<file path="src/rtl/alu_exec_unit.sv">
// -----------------------------------------------------------------------------
// alu_exec_unit
//
// Multi-cycle ALU execute unit. Accepts two operands and a 5-bit exec code
// over a valid/ready handshake and returns a registered result over a second
// valid/ready handshake. Arithmetic, logic and compare ops complete in one
// cycle; shifts iterate SHIFT_STEP bits per cycle so only a narrow shifter is
// built.
//
// Ports:
//   i_clk, i_rst      clock, synchronous active-high reset
//   i_flush           abandon any in-flight op; same-cycle i_valid is ignored
//   i_valid, o_ready  request handshake
//   i_aluControl      exec code (see localparams below)
//   i_a, i_b          operands; shift amount is i_b[log2(XLEN)-1:0]
//   o_valid, i_ready  result handshake
//   o_result          result, held stable while o_valid && !i_ready
//   o_busy            unit is not idle
// -----------------------------------------------------------------------------
module alu_exec_unit #(
  parameter int XLEN       = 32,
  parameter int SHIFT_STEP = 1
) (
  input  logic            i_clk,
  input  logic            i_rst,
  input  logic            i_flush,
  input  logic            i_valid,
  output logic            o_ready,
  input  logic [4:0]      i_aluControl,
  input  logic [XLEN-1:0] i_a,
  input  logic [XLEN-1:0] i_b,
  output logic            o_valid,
  input  logic            i_ready,
  output logic [XLEN-1:0] o_result,
  output logic            o_busy
);

  // Exec codes; any other value executes as ADD.
  localparam logic [4:0] ALU_EXEC_ADD   = 5'd0;
  localparam logic [4:0] ALU_EXEC_SUB   = 5'd1;
  localparam logic [4:0] ALU_EXEC_XOR   = 5'd2;
  localparam logic [4:0] ALU_EXEC_OR    = 5'd3;
  localparam logic [4:0] ALU_EXEC_AND   = 5'd4;
  localparam logic [4:0] ALU_EXEC_SLL   = 5'd5;
  localparam logic [4:0] ALU_EXEC_SRL   = 5'd6;
  localparam logic [4:0] ALU_EXEC_SRA   = 5'd7;
  localparam logic [4:0] ALU_EXEC_SLT   = 5'd8;
  localparam logic [4:0] ALU_EXEC_SLTU  = 5'd9;
  localparam logic [4:0] ALU_EXEC_SGTE  = 5'd10;
  localparam logic [4:0] ALU_EXEC_SGTEU = 5'd11;
  localparam logic [4:0] ALU_EXEC_EQ    = 5'd12;
  localparam logic [4:0] ALU_EXEC_NEQ   = 5'd13;
  localparam logic [4:0] ALU_EXEC_PASSB = 5'd14;
  localparam logic [4:0] ALU_EXEC_ADD4A = 5'd15;

  localparam int SHW = $clog2(XLEN);
  // One extra bit so a step of XLEN itself is representable.
  localparam int CW  = SHW + 1;
  localparam logic [CW-1:0] STEP_W = CW'(SHIFT_STEP);

  typedef enum logic [1:0] {IDLE, SHIFT, DONE} state_t;
  typedef enum logic [1:0] {SH_LL, SH_RL, SH_RA} shift_kind_t;

  state_t          state_q, state_d;
  shift_kind_t     kind_q, kind_in;
  logic [CW-1:0]   cnt_q;
  logic [CW-1:0]   step_amt;
  // Doubles as the shift accumulator while in SHIFT; only observed as a
  // result once the unit reaches DONE.
  logic [XLEN-1:0] result_q;
  logic [XLEN-1:0] alu_result;
  logic [XLEN-1:0] shifted;
  logic [SHW-1:0]  shamt;
  logic            is_shift;
  logic            start_shift;
  logic            accept;

  assign shamt       = i_b[SHW-1:0];
  assign is_shift    = (i_aluControl == ALU_EXEC_SLL) ||
                       (i_aluControl == ALU_EXEC_SRL) ||
                       (i_aluControl == ALU_EXEC_SRA);
  assign start_shift = is_shift && (shamt != '0);
  assign accept      = i_valid && o_ready && !i_flush;

  // Single-cycle datapath.
  // NOTE: every always_comb output gets a default first so no path leaves it
  // unassigned; an unassigned path would infer a latch.
  always_comb begin
    alu_result = i_a + i_b;
    kind_in    = SH_LL;
    case (i_aluControl)
      ALU_EXEC_SUB:   alu_result = i_a - i_b;
      ALU_EXEC_XOR:   alu_result = i_a ^ i_b;
      ALU_EXEC_OR:    alu_result = i_a | i_b;
      ALU_EXEC_AND:   alu_result = i_a & i_b;
      ALU_EXEC_SLL:   alu_result = i_a;  // shamt==0 case; nonzero goes to SHIFT
      ALU_EXEC_SRL: begin
        alu_result = i_a;
        kind_in    = SH_RL;
      end
      ALU_EXEC_SRA: begin
        alu_result = i_a;
        kind_in    = SH_RA;
      end
      ALU_EXEC_SLT:   alu_result = XLEN'($signed(i_a) < $signed(i_b));
      ALU_EXEC_SLTU:  alu_result = XLEN'(i_a < i_b);
      ALU_EXEC_SGTE:  alu_result = XLEN'($signed(i_a) >= $signed(i_b));
      ALU_EXEC_SGTEU: alu_result = XLEN'(i_a >= i_b);
      ALU_EXEC_EQ:    alu_result = XLEN'(i_a == i_b);
      ALU_EXEC_NEQ:   alu_result = XLEN'(i_a != i_b);
      ALU_EXEC_PASSB: alu_result = i_b;
      ALU_EXEC_ADD4A: alu_result = i_a + XLEN'(4);
      default:        alu_result = i_a + i_b;
    endcase
  end

  // Iterative shifter: the final step may be shorter than SHIFT_STEP.
  always_comb begin
    step_amt = (cnt_q < STEP_W) ? cnt_q : STEP_W;
    case (kind_q)
      SH_RL:   shifted = result_q >> step_amt;
      SH_RA:   shifted = XLEN'($signed(result_q) >>> step_amt);
      default: shifted = result_q << step_amt;
    endcase
  end

  // State register; reset wins over flush.
  // NOTE: sequential state uses non-blocking assignments so every register
  // samples the pre-edge values regardless of block ordering.
  always_ff @(posedge i_clk) begin
    if (i_rst || i_flush) state_q <= IDLE;
    else                  state_q <= state_d;
  end

  // Next-state logic. DONE with i_ready behaves as IDLE so back-to-back
  // single-cycle ops sustain one result per cycle.
  always_comb begin
    state_d = state_q;
    case (state_q)
      IDLE:    if (accept) state_d = start_shift ? SHIFT : DONE;
      SHIFT:   if (cnt_q == step_amt) state_d = DONE;
      DONE:    if (i_ready) state_d = accept ? (start_shift ? SHIFT : DONE) : IDLE;
      default: state_d = IDLE;
    endcase
  end

  // Outputs.
  always_comb begin
    o_ready  = (state_q == IDLE) || ((state_q == DONE) && i_ready);
    o_valid  = (state_q == DONE);
    o_busy   = (state_q != IDLE);
    o_result = result_q;
  end

  // Datapath registers.
  always_ff @(posedge i_clk) begin
    if (i_rst || i_flush) begin
      result_q <= '0;
      cnt_q    <= '0;
      kind_q   <= SH_LL;
    end else if (accept) begin
      kind_q <= kind_in;
      if (start_shift) begin
        result_q <= i_a;
        cnt_q    <= CW'(shamt);
      end else begin
        result_q <= alu_result;
        cnt_q    <= '0;
      end
    end else if (state_q == SHIFT) begin
      result_q <= shifted;
      cnt_q    <= cnt_q - step_amt;
    end
  end

endmodule

</file>
<file path="config.mk">
export PLATFORM = sky130hd
export DESIGN_NAME = alu_exec_unit
export DESIGN_NICKNAME = d
export VERILOG_FILES = /design/src/rtl/alu_exec_unit.sv
export SDC_FILE = /design/constraint.sdc
export NUM_CORES = 1
export LEC_CHECK = 0
export BUFFER_PORTS_ARGS = -buffer_cell sky130_fd_sc_hd__buf_2
export CORE_ASPECT_RATIO = 2
export CORE_UTILIZATION = 60
export DETAILED_ROUTE_END_ITERATION = 6
export PLACE_DENSITY = 0.91
export RECOVER_POWER = 25
export REMOVE_ABC_BUFFERS = 1
export SYNTH_ARGS = -nofsm -noshare
export SYNTH_HDL_FRONTEND = slang
export SYNTH_SLANG_ARGS = --single-unit
</file>
<file path="constraint.sdc">
create_clock -name i_clk -period 3.6 [get_ports i_clk]
set_clock_uncertainty 0.15 [all_clocks]
set_input_delay 0.18 -clock i_clk [delete_from_list [all_inputs] [get_ports i_clk]]
set_output_delay 0.18 -clock i_clk [all_outputs]
set_load 0.01 [all_outputs]
</file>
# Yosys cells after proc, flatten, opt, wreduce, memory -nomap -nowiden
# Cells that the tools add are included.
# word_totals
ff_bits	42
input_bits	74
out_inout_bits	35
elab_cells	75
# op_classes
addsub	4
order_cmp	5
n_eq_ne	25
shifts	3
mux	16
bitwise	3
n_reduce_logical	15
# ops
op	count
32-bit one-hot mux with 13 select lines	1
32-bit two-way mux	3
32-bit >= comparator	2
32-bit < comparator	2
32-bit one-hot mux with 2 select lines	1
5-bit by 4-bit equality test with 1-bit output (second input constant)	8
32-bit by 3-bit adder with 32-bit output (second input constant)	1
32-bit adder	1
32-bit bitwise AND	1
32-bit equality test	1
32-bit inequality test	1
32-bit bitwise OR	1
32-bit by 6-bit left shift with 32-bit output	1
32-bit by 6-bit right shift with 32-bit output	1
32-bit by 6-bit >>> shifter with 32-bit output	1
32-bit subtractor	1
32-bit XOR	1
5-bit by 3-bit equality test with 1-bit output (second input constant)	4
6-bit two-way mux	3
5-bit by 2-bit equality test with 1-bit output (second input constant)	2
2-bit two-way mux	5
6-bit equality test	1
6-bit by 1-bit < comparator with 1-bit output (second input constant)	1
2-bit one-hot mux with 3 select lines	1
16 further kinds	26

# Longest topological paths before layout
# logic_depth
depth_word	8
depth_mapped	14
depth_no_buf	14

# Worst setup path before layout
# No wires, ideal clock.
# synth_path
path_kind	input port to flip-flop
startpoint	input port i_a[7]
endpoint	register result_q[25] (netlist: o_result[25])
setup_ps	137
arrival_time_ps	2897
required_time_ps	3313
path_slack_ps	416
path_stages	14
n_path_buf	2
cell_sequence	clkbuf_1 > inv_1 > ha_1 > clkbuf_1 > nor2_1 > a221oi_1 > o21ba_2 > a31oi_1 > a21oi_1 > o41a_1 > o41ai_1 > mux2i_1 > o2111a_1 > a211oi_1
# synth_between
elab_chain_len	4
word_cells_on_any_way	6
cone_classes	add/sub: 3; mux: 3
# synth_lines
item	line	text
start: declaration	30	input logic [XLEN-1:0] i_a,
32-bit adder, or another cell as far along	113	default: alu_result = i_a + i_b;
32-bit one-hot mux with 13 select lines (*)	91	case (i_aluControl)
32-bit two-way mux (*)	163	if (start_shift) begin
32-bit two-way mux (*)	161	end else if (accept) begin
end signal: assignment	164	result_q <= i_a;
end signal: assignment	167	result_q <= alu_result;
end signal: assignment	171	result_q <= shifted;
end: declaration	70	logic [XLEN-1:0] result_q;
# Mark *: on every way between the ends. The rest lies on a longest branch, timed or not.
# A chain may end at the register's enable or synchronous reset.

# Final worst setup path
# layout_path
startpoint	input port i_a[3]
endpoint	register result_q[25] (netlist: o_result[25])
# The elaborated chain is that of the path after synthesis.

==> results.toml <==
[cts]
cts_sinks = 42
ctsHoldBuffers = 0
insertion_delay_ns = 0.30
h-tree-depth = 2
cts.clk_slew.worst_paths_ns = 0.07
tritoncts = "built"
clockRootBuffer = "clkbuf_16"
clock_path_buffers = 2
numCtsBuffers = 5
postCtsSetupRepairBufs = 0

[setup_path]
rr_endpoint = "o_result[30]"
regToRegSetupSlack_ns = 0.46
worst_setup_path_start_kind = "primary input"
cp_data_required_time_ns = 3.64
path_class = "primary input to flop"
worstSetupStartpoint = "i_a[3]"
r2r_start = "cnt_q[0]"
arrival_ns = 3.34
reg2reg_depth = 10
end_kind = "flop"
cp_max_fo = 8

[placement]
dp_hpwl_um = 31500
place_area_um2 = 9980
place_congestion = 1.08
io_buffers = 108

[global_route]
grt_pass1_vias = 11900
grt.total_usage_pct = 57.7
antenna_found_initial = 0
grt_pass1_wl_um = 66500
grt_max_degree = 42
grt_overflow = 0

[min_path]
hold_end = "cnt_q[2]"
min_from = "i_b[2]"
hold_depth = 3
hold_class = "primary input to flop"

[synthesis]
ys_seq_elements = 42
ys.flop_type = "dfxtp_1"
synthArstFlopShare_pct = 0
avgSynthCellArea_um2 = 6.66
synthesis.area_um2 = 8790
syn_inst = 1320
synth_seq_area_share_pct = 9.56
synth_edf_count = 0
synth.distinct_cells = 76
yosys_warnings = 0

[timing]
worst_slew_pin_slew_ns = 1.10
slew_headroom_pct = 26.8
setup_tns_ns = 0
post-route-period-util_pct = 91.6
rsz0062_at_grt = "false"
fin_crit_ns = 3.30
fmax_mhz = 303
setup_viol = 0
slew_viol_final = 0
hold_violations = 0
whs_ns = 0.0732

[floorplanning]
core-area_um2 = 14400
pin_count = 109
fp.dieH_um = 173
initial_core_util_pct = 61.3
core.rowCount = 62
fp.dieW_um = 87.6
die-area_um2 = 15200

[power_and_ir_drop]
clkPwrFrac_pct = 21.6
power_frac_comb_pct = 57.0
p_int_uw = 1240
switching_power_uw = 1110
p_leak_uw = 0.00423
seqPwrFrac_pct = 21.5
peakVddDrop_uv = 225
p_per_area_nw_per_um2 = 233
switching_share_pct = 47.2

[detailed_routing]
wl_per_cell_um = 26.1
drt_iter0_markers = 1660
vias_per_cell = 7.49
drc = 15
num_vias = 12200
met2_length_um = 19000
route.met3.wl_um = 5180
drtPass1Iterations = 7
drt-met1-wl_um = 12900
detail-route-antenna-nets = 0
routed_wl_um = 42400
highest_layer = "met4"

[final_layout]
n_antenna_cell = 0
finish.net_count = 1609
stdcell_area_um2 = 10100
layout-area-overhead-vs-synth_pct = 15.0
layout-drive-gt1-share_pct = 16.1
fin_util_pct = 70.5
most-common-layout-cells = "a21oi_1, o21ai_0, nor2_1, ha_1, inv_1"
final_common_cell = "a21oi_1"

[status]
run_status = "finished with violations"
violations = "design-rule violations"

[run]
cap_violations = 0
cells by family (layout without fill, tap and decap cells):
group / after synthesis / after routing / share of synthesized area (%)
buffers and inverters: 204 / 317 / 8.78
AO/OA/AOI/OAI: 558 / 558 / 42.0
multiplexers: 5 / 5 / 0.598
adder cells (fa/ha/maj): 103 / 103 / 14.8
flip-flops: 42 / 42 / 9.56
XOR/XNOR: 49 / 49 / 4.88
AND/OR/NAND/NOR: 359 / 359 / 19.3
critical path, cell delays in order:
cell      delay [ns]
buf_2           0.17
inv_1           0.06
ha_1            0.37
nor3_1          0.27
and2b_1         0.20
o31ai_1         0.10
a31oi_1         0.30
a21oi_1         0.20
o41a_1          0.53
o41ai_1         0.47
mux2i_1         0.24
o2111a_1        0.19
a211oi_1        0.04
cell type report:
class,instances,area (um2)
multi-input cells,1074,7220
fillers,1279,4240
repair buffers,203,1270
flip-flops and latches,42,841
inverters,106,398
well taps,192,240
clock buffers,7,143
clock inverters,1,5.00
routing by layer:
| layer | track usage [%] | vias up |
|---|---|---|
| met5 | 2.10 | - |
| met4 | 55.7 | 0 |
| met3 | 22.9 | 460 |
| met2 | 86.4 | 1134 |
| met1 | 58.9 | 5430 |
| li1 | - | 5147 |
synth_stat cells, types with 8 or more instances:
cell        n  share of area, %
a21oi_1   138               7.9
o21ai_0   129               7.3
nor2_1    112               4.8
ha_1      101                14
inv_1      98               4.2
nand2_1    85               3.6
clkbuf_1   81               3.5
xnor2_1    44               4.4
dfxtp_1    42               9.6
o221ai_1   40               4.0
a221oi_1   36               3.6
nand3_1    34               1.9
nor3_1     29               1.7
a211oi_1   25               2.1
a31oi_1    23               1.6
o21ai_1    21               1.2
nor4_1     20               1.4
nand2b_1   16               1.1
o211ai_1   16               1.4
a21o_1     13               1.1
nand4_1    13              0.92
buf_1      12              0.51
o31ai_1    10              0.85
and2_1      9              0.64
o21a_1      9              0.77
or3_1       9              0.64
a211o_1     8              0.80
and3_1      8              0.57
inv_2       8              0.34
or2_2       8              0.57
power by group through the flow:
stage	sequential, uW	clock, uW	combinational (uW)
floorplan	510	0	755
global placement	512	0	1250
detailed placement	512	0	1260
CTS	502	493	1270
global route	505	516	1430
finish	505	508	1340
how the worst max path moves through the flow:
stage,endpoint,slack [ns]
after floorplan,o_result[0],-0.37
after global placement,o_result[25],0.21
after detailed placement,o_result[25],0.11
after CTS,o_result[17],0.31
after global routing,o_result[25],0.07
final,o_result[25],0.30
state kept, by name (all words and copies together), names as in the netlist:
| register | cells |
|---|---|
| kind_q | 2 |
| o_result | 32 |
| cnt_q | 6 |
| state_q | 2 |
metrics by stage:
step,power (uW),std cells,worst slack [ns]
after global routing,2450,1625,0.0709
after floorplan,1270,1222,-0.375
after detailed placement,1770,1617,0.115
after global placement,1760,1617,0.209
final,2350,1625,0.303
after CTS,2260,1625,0.309
what timing repair did:
action,4_1_cts,5_1_grt
gates resized for setup,0,1
endpoints found under the hold margin,0,0
endpoints found under the setup margin,0,2
(Power assumes the default switching activity.)
